File: config.mk
export PLATFORM = sky130hd
export DESIGN_NAME = data_packer
export DESIGN_NICKNAME = d
export VERILOG_FILES = /design/src/rtl/data_packer.sv
export SDC_FILE = /design/constraint.sdc
export NUM_CORES = 1
export LEC_CHECK = 0
export ABC_AREA = 1
export CAP_MARGIN = 10
export CELL_PAD_IN_SITES_DETAIL_PLACEMENT = 1
export CELL_PAD_IN_SITES_GLOBAL_PLACEMENT = 1
export CORE_AREA = 2 2 80 82
export CTS_BUF_LIST = sky130_fd_sc_hd__clkbuf_2 sky130_fd_sc_hd__clkbuf_4 sky130_fd_sc_hd__clkbuf_8
export CTS_CLUSTER_DIAMETER = 120
export DETAILED_ROUTE_END_ITERATION = 16
export DIE_AREA = 0 0 82 84
export GPL_TIMING_DRIVEN = 0
export PLACE_DENSITY = 0.8
export SETUP_SLACK_MARGIN = 0.5
export SLEW_MARGIN = 15
export SYNTH_ARGS = -nofsm -noshare
export SYNTH_HDL_FRONTEND = slang
export SYNTH_SLANG_ARGS = --single-unit
export TNS_END_PERCENT = 30
File: constraint.sdc
create_clock -name clk -period 1.7 [get_ports clk]
set_clock_uncertainty 0.1 [all_clocks]
set_input_delay 0.255 -clock clk [delete_from_list [all_inputs] [get_ports clk]]
set_output_delay 0.255 -clock clk [all_outputs]
set_load 0.05 [all_outputs]
File: src/rtl/data_packer.sv
// Byte-stream re-framer: cuts the input into packets of a configurable length and marks tlast.
// Define DATA_PACKER_HDR_EN to prepend a one-beat tag header to every packet.
module data_packer #(
  parameter int DATA_WIDTH = 8
) (
  input  logic                  clk,
  input  logic                  reset,
  input  logic [15:0]           confi,
  input  logic [DATA_WIDTH-1:0] s_axis_tdata,
  input  logic                  s_axis_tvalid,
  output logic                  s_axis_tready,
  input  logic                  s_axis_tlast,
  output logic [DATA_WIDTH-1:0] m_axis_tdata,
  output logic                  m_axis_tvalid,
  input  logic                  m_axis_tready,
  output logic                  m_axis_tlast
);

`ifdef DATA_PACKER_HDR_EN
  typedef enum logic [1:0] {IDLE, HDR, PAYLOAD} state_t;
  logic [7:0] tag;
`else
  typedef enum logic [0:0] {IDLE, PAYLOAD} state_t;
  logic unused_tag;
  assign unused_tag = ^confi[15:8];
`endif

  state_t state, state_nx;
  logic [8:0] len, cnt, cnt_inc, len_cfg;
  logic                  skid_v, skid_last, skid_v_nx;
  logic [DATA_WIDTH-1:0] skid_data;
  logic                  push, push_last, out_free;
  logic [DATA_WIDTH-1:0] push_data;

  assign len_cfg  = (confi[7:0] == 8'd0) ? 9'd256 : {1'b0, confi[7:0]};
  assign cnt_inc  = cnt + 9'd1;
  assign out_free = !m_axis_tvalid || m_axis_tready;

  // push: one beat (header or payload) enters the output register / skid pair this cycle
  always_comb begin
    push      = 1'b0;
    push_data = s_axis_tdata;
    push_last = 1'b0;
    state_nx  = state;
    case (state)
      IDLE: begin
`ifdef DATA_PACKER_HDR_EN
        // header goes out in the same cycle the config is latched
        push      = 1'b1;
        push_data = DATA_WIDTH'(confi[15:8]);
`endif
        state_nx  = PAYLOAD;
      end
`ifdef DATA_PACKER_HDR_EN
      HDR: begin
        if (!skid_v) begin
          push      = 1'b1;
          push_data = DATA_WIDTH'(tag);
          state_nx  = PAYLOAD;
        end
      end
`endif
      PAYLOAD: begin
        push      = s_axis_tvalid && s_axis_tready;
        push_last = (cnt_inc == len) || s_axis_tlast;
        if (push && push_last) begin
`ifdef DATA_PACKER_HDR_EN
          state_nx = HDR;
`else
          state_nx = PAYLOAD;
`endif
        end
      end
      default: state_nx = IDLE;
    endcase
    skid_v_nx = !out_free && (skid_v || push);
  end

  always_ff @(posedge clk or negedge reset) begin
    if (!reset) begin
      state         <= IDLE;
      len           <= '0;
      cnt           <= '0;
`ifdef DATA_PACKER_HDR_EN
      tag           <= '0;
`endif
      s_axis_tready <= 1'b0;
      m_axis_tvalid <= 1'b0;
      m_axis_tdata  <= '0;
      m_axis_tlast  <= 1'b0;
      skid_v        <= 1'b0;
      skid_data     <= '0;
      skid_last     <= 1'b0;
    end else begin
      state         <= state_nx;
      // ready only reflects registered state: free skid slot and a payload phase ahead
      s_axis_tready <= (state_nx == PAYLOAD) && !skid_v_nx;

      if (state == IDLE || (push && push_last)) begin
        len <= len_cfg;
        cnt <= '0;
`ifdef DATA_PACKER_HDR_EN
        tag <= confi[15:8];
`endif
      end else if (push && state == PAYLOAD) begin
        cnt <= cnt_inc;
      end

      if (out_free) begin
        if (skid_v) begin
          m_axis_tvalid <= 1'b1;
          m_axis_tdata  <= skid_data;
          m_axis_tlast  <= skid_last;
          skid_v        <= 1'b0;
        end else begin
          m_axis_tvalid <= push;
          if (push) begin
            m_axis_tdata <= push_data;
            m_axis_tlast <= push_last;
          end
        end
      end else if (push) begin
        skid_v    <= 1'b1;
        skid_data <= push_data;
        skid_last <= push_last;
      end
    end
  end

endmodule

# Word level (Yosys, flattened, before mapping)
# Cells that the tools add are included.
word_totals:
  register_bits: 40
  latchBits: 0
  ramBits: 0
  romBits: 0
  inputBits: 29
  output_inout_bits: 11
  elab_cells: 43
  memories: 0
op_classes:
  addsub: 1
  n_mul: 0
  div: 0
  order_cmp: 0
  n_eq_ne: 1
  shifts: 0
  n_mux: 12
  bitwise: 2
  reduce_logical: 17
op_table:
  columns: ["operator", "n"]
  rows:
  - ["$mux 9", 3]
  - ["$mux 8", 2]
  - ["$add 9x1->9 const B", 1]
  - ["$eq 9x9->1", 1]
  - ["$logic_not 8->1", 1]
  - ["$mux 1", 7]
  - ["$reduce_bool 2->1", 3]
  - ["$logic_and 1x1->1", 4]
  - ["$logic_or 1x1->1", 4]
  - ["$reduce_and 2->1", 2]
  - ["$logic_not 1->1", 3]
  - ["$not 1->1", 2]

# Depth between registers and ports, before layout
# Gate-level depths: netlist (run 1).
depth:
  depth_word: 7
  ltp_mapped: 15
  mapped_depth_nobuf: 15

# Worst setup path before layout (run 1)
# OpenSTA, ideal clock, no wires.
synth_path:
  path_type: "reg2reg"
  from: "reg m_axis_tvalid"
  to: "reg skid_last"
  arrival_ns: 1.632
  required_time_ns: 1.476
  setup_slack_ns: -0.156
  path_stages_with_launch: 8
  path_buffers: 0
  synth_period_minus_slack_ns: 1.856
  cell_sequence: "dfrtp_1 inv_1 nor2_1 inv_1 nor2_2 clkinv_1 nand2_1 o21ai_1"
synth_via:
  elab_chain_len: 4
synth_rtl:
  columns: ["element", "line_no", "text"]
  rows:
  - ["from (decl)", "14", "output logic m_axis_tvalid,"]
  - ["from (signal assigned)", "116", "m_axis_tvalid <= push;"]
  - ["$logic_not 1->1", "37", "assign out_free = !m_axis_tvalid || m_axis_tready;"]
  - ["$logic_or 1x1->1", "37", null]
  - ["$not 1->1 (no line)", null, null]
  - ["$reduce_and 2->1 (no line)", null, null]
  - ["to (signal assigned)", "125", "skid_last <= push_last;"]
  - ["to (decl)", "30", "logic skid_v, skid_last, skid_v_nx;"]
# No other way between the ends.
# A chain may end at the register's enable or synchronous reset.

# Worst setup path after layout (run 1)
layout_path:
  from: "reg cnt[1]"
  to: "reg len[1]"
layout_via:
  elab_chain_len: 6
layout_rtl:
  columns: ["element", "line_no", "text"]
  rows:
  - ["from (decl)", "29", "logic [8:0] len, cnt, cnt_inc, len_cfg;"]
  - ["from (signal assigned)", "106", "cnt <= cnt_inc;"]
  - ["$add 9x1->9", "36", "assign cnt_inc = cnt + 9'd1;"]
  - ["$eq 9x9->1", "65", "push_last = (cnt_inc == len) || s_axis_tlast;"]
  - ["$logic_or 1x1->1", "65", null]
  - ["$mux 1", "45", "case (state)"]
  - ["$logic_and 1x1->1", "99", "if (state == IDLE || (push && push_last)) begin"]
  - ["$logic_or 1x1->1", "99", null]
  - ["to (signal assigned)", "100", "len <= len_cfg;"]
  - ["to (decl)", "29", null]
# No other way between the ends.

==> impl_metrics.tcl, run 1 <==
set metrics [dict create \
    finalHoldViolCount 0 \
    worstPathRequired_ns 1.78 \
    syn_avg_cell_area_um2 7.53 \
    cts_sinks 40 \
    regArea_um2 1010 \
    net-switching-power_mw 1.04 \
    grt_pass1_vias 2082 \
    grt_max_degree 30 \
    hold_class "in -> async" \
    wl_mm 5.87 \
    place.detailed.hpwl_mm 4.09 \
    ctsRootBufferMaster "clkbuf_8" \
    syn_area_um2 2070 \
    cpPeakStageDelay_ns 0.45 \
    syn2layout_area_growth_pct 34.4 \
    h-tree-depth 2 \
    ioPinCount 40 \
    wire_per_inst_um 14.6 \
    drt_iter0_drc 105 \
    status "complete, but fails checks" \
    slew_viol_final 0 \
    die_area_um2 6890 \
    finalSetupViolCount 20 \
    cts_tree "yes" \
    ant_nets 0 \
    drv_cap 0 \
    synth_top_area_share_pct 48.3 \
    pwr-share-seq_pct 42.2 \
    critPathMostFrequentCell "nand2_1" \
    multi_input_area_um2 1010 \
    finalCriticalPeriod_ns 2.10 \
    ys_warn_count 0 \
    viasPerCell 4.98 \
    grt_pass1_wl_mm 9.87 \
    start_util_pct 34.0 \
    die_width_um 82 \
    overflow 0 \
    setup.worst_path.end_class "register" \
    synth_cell_type_count 24 \
    failed_checks "negative setup slack" \
    pwr-share-clk_pct 27.0 \
    grt_setup_unrepaired "yes" \
    nNetsFinal 353 \
    die_h_um 84 \
    timing.final.crit_share_pct 123 \
    power.internal_mw 1.90 \
    antenna_found_initial 0 \
    powerDensity_nw_per_um2 1050 \
    num_vias 1995 \
    place_congestion 0.826 \
    synth_area_leaders "dfrtp_1 (48%), nand2_1 (21%), nand3_1 (5.6%), inv_1 (5.4%), nor2_1 (3.4%)" \
    worstPathCellList "ha_4 > inv_2 > nand2_1 > nand2_1 > nor2_2 > nand3_1 > nor2_2 > nand2_2 > nor2_4 > nand2_4 > nand3_4 > nand2_8 > nand2_1 > nand2_1" \
    swShare_pct 35.4 \
    cp_max_fo 8 \
    clkTransAtPathRegs_ns 0.08 \
    crit_arrival_ns 2.18 \
    syn_inst 275 \
    diodes 0 \
    cts_buffers 5 \
    final_cell_mix "nand2_1 (108), dfrtp_1 (34), inv_1 (25), nand3_1 (23), clkdlybuf4s50_1 (19)" \
    cts_buffer_depth 2 \
    worst-path-buf-inv 1 \
    core_area_um2 6100 \
    final_common_cell "nand2_1" \
    p_leak_nw 1.32 \
    crit_path_top_delay_cell "dfrtp_2" \
    setup.worst_path.class "reg -> reg" \
    ys_ff_latch 40 \
    report.power.total_mw 2.94 \
    relSlewSlack_pct 64.3 \
    vdd_drop_max_uv 515 \
    yosysTopAreaCell "dfrtp_1" \
    port_buffers 31 \
    tightest_slew_ns 0.536 \
    drive_above_1_share_pct 20.7 \
    clock_latency_ns 0.29 \
    dr.pass1.iters 4 \
    drc_errors 0 \
    num_rows 29 \
    hold-worst-slack_ns 0.278 \
    fillCellCount 765 \
    start_kind "register" \
    ys_seq_area_share_pct 48.3 \
    synth_nets 305 \
    setup_ws_ns -0.396 \
    critPathTopFamily "simple AND/OR/NAND/NOR gates" \
    track_usage_pct 18.4 \
    fmax_ghz 0.477 \
    comb_power_share_pct 30.8 \
]
## cell type report
type,instances,share of cell area (%)
sequential,40,36.2
multi-input combinational,201,36.2
timing repair buffer,40,14.9
inverter,31,4.36
tap,77,3.46
clock buffer,5,2.47
clock inverter,3,1.53
buffer,4,0.854
## power by group through the flow
| stage | logic, mW | registers (mW) | clock network (mW) |
|---|---|---|---|
| after floorplan | 0.328 | 1.43 | 0 |
| after global placement | 0.801 | 1.24 | 0 |
| after detailed placement | 0.831 | 1.24 | 0 |
| after CTS | 0.878 | 1.24 | 0.815 |
| after global routing | 0.986 | 1.26 | 0.851 |
| final | 0.904 | 1.24 | 0.794 |
## worst paths after layout
path / end / start / cells past startpoint / slack (ns)
min in group clk: skid_data[7] / skid_data[7] / 2 / 0.38
max in group asynchronous: state / reset / 3 / 0.75
min: len[2] / reset / 2 / 0.28
min reg2reg: skid_data[7] / skid_data[7] / 2 / 0.38
max: len[1] / cnt[1] / 14 / -0.40
max reg2reg: len[1] / cnt[1] / 14 / -0.40
## synth_stat cells, drive strengths merged
library cell / count
a21oi: 1
a31oi: 8
buf: 1
clkbuf: 3
clkinv: 1
conb: 1
dfrtp: 40
ha: 1
inv: 30
nand2: 120
nand3: 25
nand3b: 3
nand4: 3
nor2: 27
nor4: 2
o21ai: 3
o22ai: 6
## through the flow
| stage | worst slack, ns | utilization, % | cells | area, µm² | TNS, ns |
|---|---|---|---|---|---|
| final | -0.396 | 45.7 | 401 | 2780 | -6.61 |
| after global routing | -0.517 | 45.7 | 401 | 2780 | -8.77 |
| after CTS | -0.354 | 45.2 | 399 | 2750 | -6.02 |
| after detailed placement | -0.441 | 41.6 | 384 | 2540 | -9.46 |
| after global placement | -1.00 | 41.4 | 383 | 2520 | -42.54 |
| after floorplan | -0.0735 | - | 275 | 2120 | -0.660 |
## state kept, by name, summed over array words and instances (netlist names)
name           count
cnt                9
len                9
m_axis_tdata       8
m_axis_tlast       1
m_axis_tvalid      1
s_axis_tready      1
skid_data          8
skid_last          1
skid_v             1
state              1
## kinds of logic (layout without fill, tap and decap cells)
| logic type | Yosys count | after routing | synth area share (%) |
|---|---|---|---|
| and+or+nand+nor | 180 | 181 | 39.3 |
| DFF | 40 | 40 | 48.3 |
| buffers and inverters | 35 | 83 | 6.40 |
| AOI/OAI and AO/OA | 18 | 18 | 5.20 |
| adders and majority gates | 1 | 1 | 0.604 |
| other | 1 | 1 | 0.181 |
## metal layers
layer | GRT usage [%] | part of all wire, %
met3 | 3.68 | 3.9
met4 | 5.45 | 1.9
met2 | 31.7 | 51
met1 | 22.8 | 43
met5 | 0 | 0
## timing repair
item / in CTS / in global routing
hold endpoints to repair: 11 / 0
pin swaps: 6 / 8
gates resized for setup: 77 / 8
cloned: 1 / 0
hold buffers: 1 / 0
buffers inserted: 5 / 2
endpoints found under the setup margin: 49 / 49
No activity file was read; power rests on OpenSTA's default activity.
==> run 2: changes to the inputs <==
--- a/config.mk
+++ b/config.mk
@@ -5,17 +5,17 @@
 export SDC_FILE = /design/constraint.sdc
 export NUM_CORES = 1
 export LEC_CHECK = 0
-export ABC_AREA = 1
+export ABC_AREA = 0
 export CAP_MARGIN = 10
 export CELL_PAD_IN_SITES_DETAIL_PLACEMENT = 1
 export CELL_PAD_IN_SITES_GLOBAL_PLACEMENT = 1
-export CORE_AREA = 2 2 80 82
+export CORE_AREA = 2 2 77 79
 export CTS_BUF_LIST = sky130_fd_sc_hd__clkbuf_2 sky130_fd_sc_hd__clkbuf_4 sky130_fd_sc_hd__clkbuf_8
 export CTS_CLUSTER_DIAMETER = 120
 export DETAILED_ROUTE_END_ITERATION = 16
-export DIE_AREA = 0 0 82 84
+export DIE_AREA = 0 0 79 81
 export GPL_TIMING_DRIVEN = 0
-export PLACE_DENSITY = 0.8
+export PLACE_DENSITY = 0.78
 export SETUP_SLACK_MARGIN = 0.5
 export SLEW_MARGIN = 15
 export SYNTH_ARGS = -nofsm -noshare
==> run 2 against run 1 <==
Effect of this change: the flow still finishes with violations (negative setup slack); design area is 3.4% lower; global-route usage shrank 1.9 points; clock-buffer cell count is the same; critical endpoint unchanged; total power fell by 14%; die area is 7.1% lower; sequential cell count unchanged; highest routed layer unchanged.
==> impl_metrics.tcl, run 2 <==
set metrics [dict create \
    fin_area_um2 2690 \
    r2r_slack_ns -0.81 \
    grt_pass1_vias 1574 \
    net-switching-power_mw 0.830 \
    num_rows 28 \
    highest_layer "met4" \
    drt_iter0_drc 72 \
    top_regs "cnt x9, len x9" \
    worst-path-stages 9 \
    yosys-top-cells-count "dfrtp_1 (40), nand2_1 (19), nor2_1 (14)" \
    worstReg2RegEnd "len[1]" \
    grt_setup_unrepaired "yes" \
    critPathTopFamily "compound AO/OA/AOI/OAI gates" \
    vdd_drop_max_uv 431 \
    comb_power_share_pct 28.7 \
    ioPinCount 40 \
    relSlewSlack_pct 36.5 \
    power.internal_mw 1.71 \
    synth_cell_type_count 43 \
    place_ws_ns -0.976 \
    worstPathRequired_ns 1.77 \
    crit_arrival_ns 2.59 \
    drv_cap 0 \
    diodes 0 \
    setup.worst_path.class "reg -> reg" \
    slew_viol_final 0 \
    overflow 0 \
    port_buffers 31 \
    fmax_ghz 0.398 \
    finalSetupViolCount 20 \
    finalHoldViolCount 0 \
    swShare_pct 32.7 \
    powerDensity_nw_per_um2 943 \
    wl_mm 4.88 \
    clkTransAtPathRegs_ns 0.08 \
    cts_buffer_depth 2 \
    placed_area_um2 2440 \
    synth_nets 213 \
    report.power.total_mw 2.54 \
    hold_class "in -> async" \
    tightest_slew_ns 0.948 \
    finalCriticalPeriod_ns 2.51 \
    failed_checks "negative setup slack" \
    setup_ws_ns -0.812 \
    synth_edf_count 0 \
    met3_length_um 93 \
    pwr-share-clk_pct 24.0 \
    setup.worst_path.end_class "register" \
    die_h_um 81 \
    synth_top_area_share_pct 50.3 \
    drive_above_1_share_pct 27.5 \
    num_vias 1576 \
    cpPeakStageDelay_ns 0.37 \
    ctsRootBufferMaster "clkbuf_8" \
    final_common_cell "dfrtp_1" \
    timing.final.crit_share_pct 148 \
    pwr-share-seq_pct 47.3 \
    cts_sinks 40 \
    ys_seq_area_share_pct 50.3 \
    die_area_um2 6400 \
    ys_warn_count 0 \
    cts_tree "yes" \
    cts_buffers 5 \
    ant_nets 0 \
    async_flop_share_pct 100 \
    wl_met1_mm 2.27 \
    route.met2.wl_mm 2.42 \
    nNetsFinal 263 \
    core_area_um2 5680 \
    synth_area_leaders "dfrtp_1 (50%), mux2_4 (6.0%), mux2i_1 (4.5%), mux2_2 (4.5%), nand2_1 (3.6%)" \
    yosysTopAreaCell "dfrtp_1" \
    place_congestion 0.750 \
    clock_latency_ns 0.29 \
    start_kind "register" \
    crit_path_top_delay_cell "dfrtp_2" \
    syn2layout_area_growth_pct 35.0 \
    drc_errors 0 \
    syn_avg_cell_area_um2 10.9 \
    worstPathCellList "ha_2 > buf_6 > nand2_4 > or3_1 > a222oi_1 > nand4_1 > o211a_1 > buf_6 > mux2_4" \
    viasPerCell 5.12 \
    critPathMostFrequentCell "buf_6" \
    place.detailed.hpwl_mm 3.38 \
    r2r_cells 9 \
    p_leak_nw 1.11 \
    worst-path-buf-inv 2 \
    r2r-start "cnt[0]" \
    die_width_um 79 \
    ys_ff_latch 40 \
    tns_ns -13.66 \
    track_usage_pct 16.5 \
    grt_max_degree 24 \
    antenna_found_initial 0 \
    syn_area_um2 1990 \
    syn_inst 183 \
    wire_per_inst_um 15.9 \
    yosysMostFrequentCell "dfrtp_1" \
    crit_end "len[1]" \
    hold-worst-slack_ns 0.346 \
    h-tree-depth 2 \
    cp_max_fo 9 \
    grt_pass1_wl_mm 8.19 \
    dr.pass1.iters 4 \
    synthFlopType "dfrtp_1" \
    start_util_pct 35.1 \
    worstSetupStartpoint "cnt[0]" \
    final_cell_mix "dfrtp_1 (38), clkdlybuf4s50_1 (19), nand2_1 (17), buf_6 (14), nor2_1 (13)" \
    status "complete, but fails checks" \
]
==> run 2: changes by cell type in the layout (fill, tap and decap cells not counted), sizes merged, moves of 5 or more <==
cell	change
buf	+9
mux2i	+9
nor2	-13
nand2	-102
mux2	+16
a21oi	+8
nand3	-18
inv	-24
a31oi	-6
xnor2	+6
xor2	+5
==> run 2: logic make-up after synthesis <==
logic type	Yosys count	share of synthesized area, %
buffers and inverters	14	3.39
AND/OR/NAND/NOR	59	14.5
multiplexers	25	15.1
other	1	0.188
AO/OA/AOI/OAI	32	11.1
flip-flops	40	50.3
XOR/XNOR	11	4.84
adder cells (fa/ha/maj)	1	0.628
==> run 2: how the worst min path moves through the flow <==
| stage | to | slack [ns] | depth (start not counted) | startpoint |
|---|---|---|---|---|
| final | skid_data[2] | 0.35 | 2 | reset |
| after detailed placement | m_axis_tdata[0] | 0.18 | 1 | reset |
| after global routing | m_axis_tdata[0] | 0.37 | 2 | reset |
| after global placement | m_axis_tvalid | 0.38 | 2 | skid_v |
| after CTS | m_axis_tvalid | 0.39 | 2 | skid_v |
| after floorplan | cnt[0] | -0.14 | 0 | reset |
==> run 2: area by class of cell <==
| type | instances | area, µm² |
|---|---|---|
| Fill cell | 634 | 2990 |
| Inverter | 6 | 22.5 |
| Clock inverter | 2 | 12.5 |
| Buffer | 8 | 67.6 |
| Sequential cell | 40 | 1000 |
| Tap cell | 75 | 93.8 |
| Clock buffer | 5 | 68.8 |
| Timing Repair Buffer | 43 | 442 |
| Multi-Input combinational cell | 129 | 978 |
==> run 2: power groups by stage <==
| stage | Sequential (mW) | Combinational (mW) | Clock [mW] |
|---|---|---|---|
| final | 1.20 | 0.727 | 0.610 |
| after global routing | 1.22 | 0.778 | 0.661 |
| after CTS | 1.20 | 0.727 | 0.625 |
| after detailed placement | 1.21 | 0.684 | 0 |
| after global placement | 1.20 | 0.661 | 0 |
| after floorplan | 1.39 | 0.237 | 0 |
==> run 2: per-stage QoR <==
step	std cells	util, %
final	308	47.4
after global routing	308	47.4
after CTS	307	47.0
after detailed placement	290	42.9
after global placement	289	42.5
after floorplan	183	-
==> run 2: layer usage <==
| metal | GRT usage, % | vias to the layer above |
|---|---|---|
| met5 | 0 | - |
| met4 | 5.52 | 0 |
| met3 | 2.78 | 7 |
| met2 | 26.6 | 18 |
| met1 | 22.7 | 794 |
| li1 | - | 757 |
==> run 2: repair_timing <==
item | in CTS | in global routing
buffers inserted | 8 | 1
gates cloned | 1 | 0
hold endpoints to repair | 22 | 0
pin swaps | 15 | 1
gates resized for setup | 99 | 4
hold buffers | 1 | 0
setup endpoints to repair | 47 | 54
==> run 3: changes to the inputs <==
--- a/config.mk
+++ b/config.mk
@@ -14,6 +14,7 @@
 export CTS_CLUSTER_DIAMETER = 120
 export DETAILED_ROUTE_END_ITERATION = 16
 export DIE_AREA = 0 0 79 81
+export GPL_ROUTABILITY_DRIVEN = 1
 export GPL_TIMING_DRIVEN = 0
 export PLACE_DENSITY = 0.78
 export SETUP_SLACK_MARGIN = 0.5
==> results of run 3 <==
The final DEF is identical to that of run 2; final timing and power are the same.
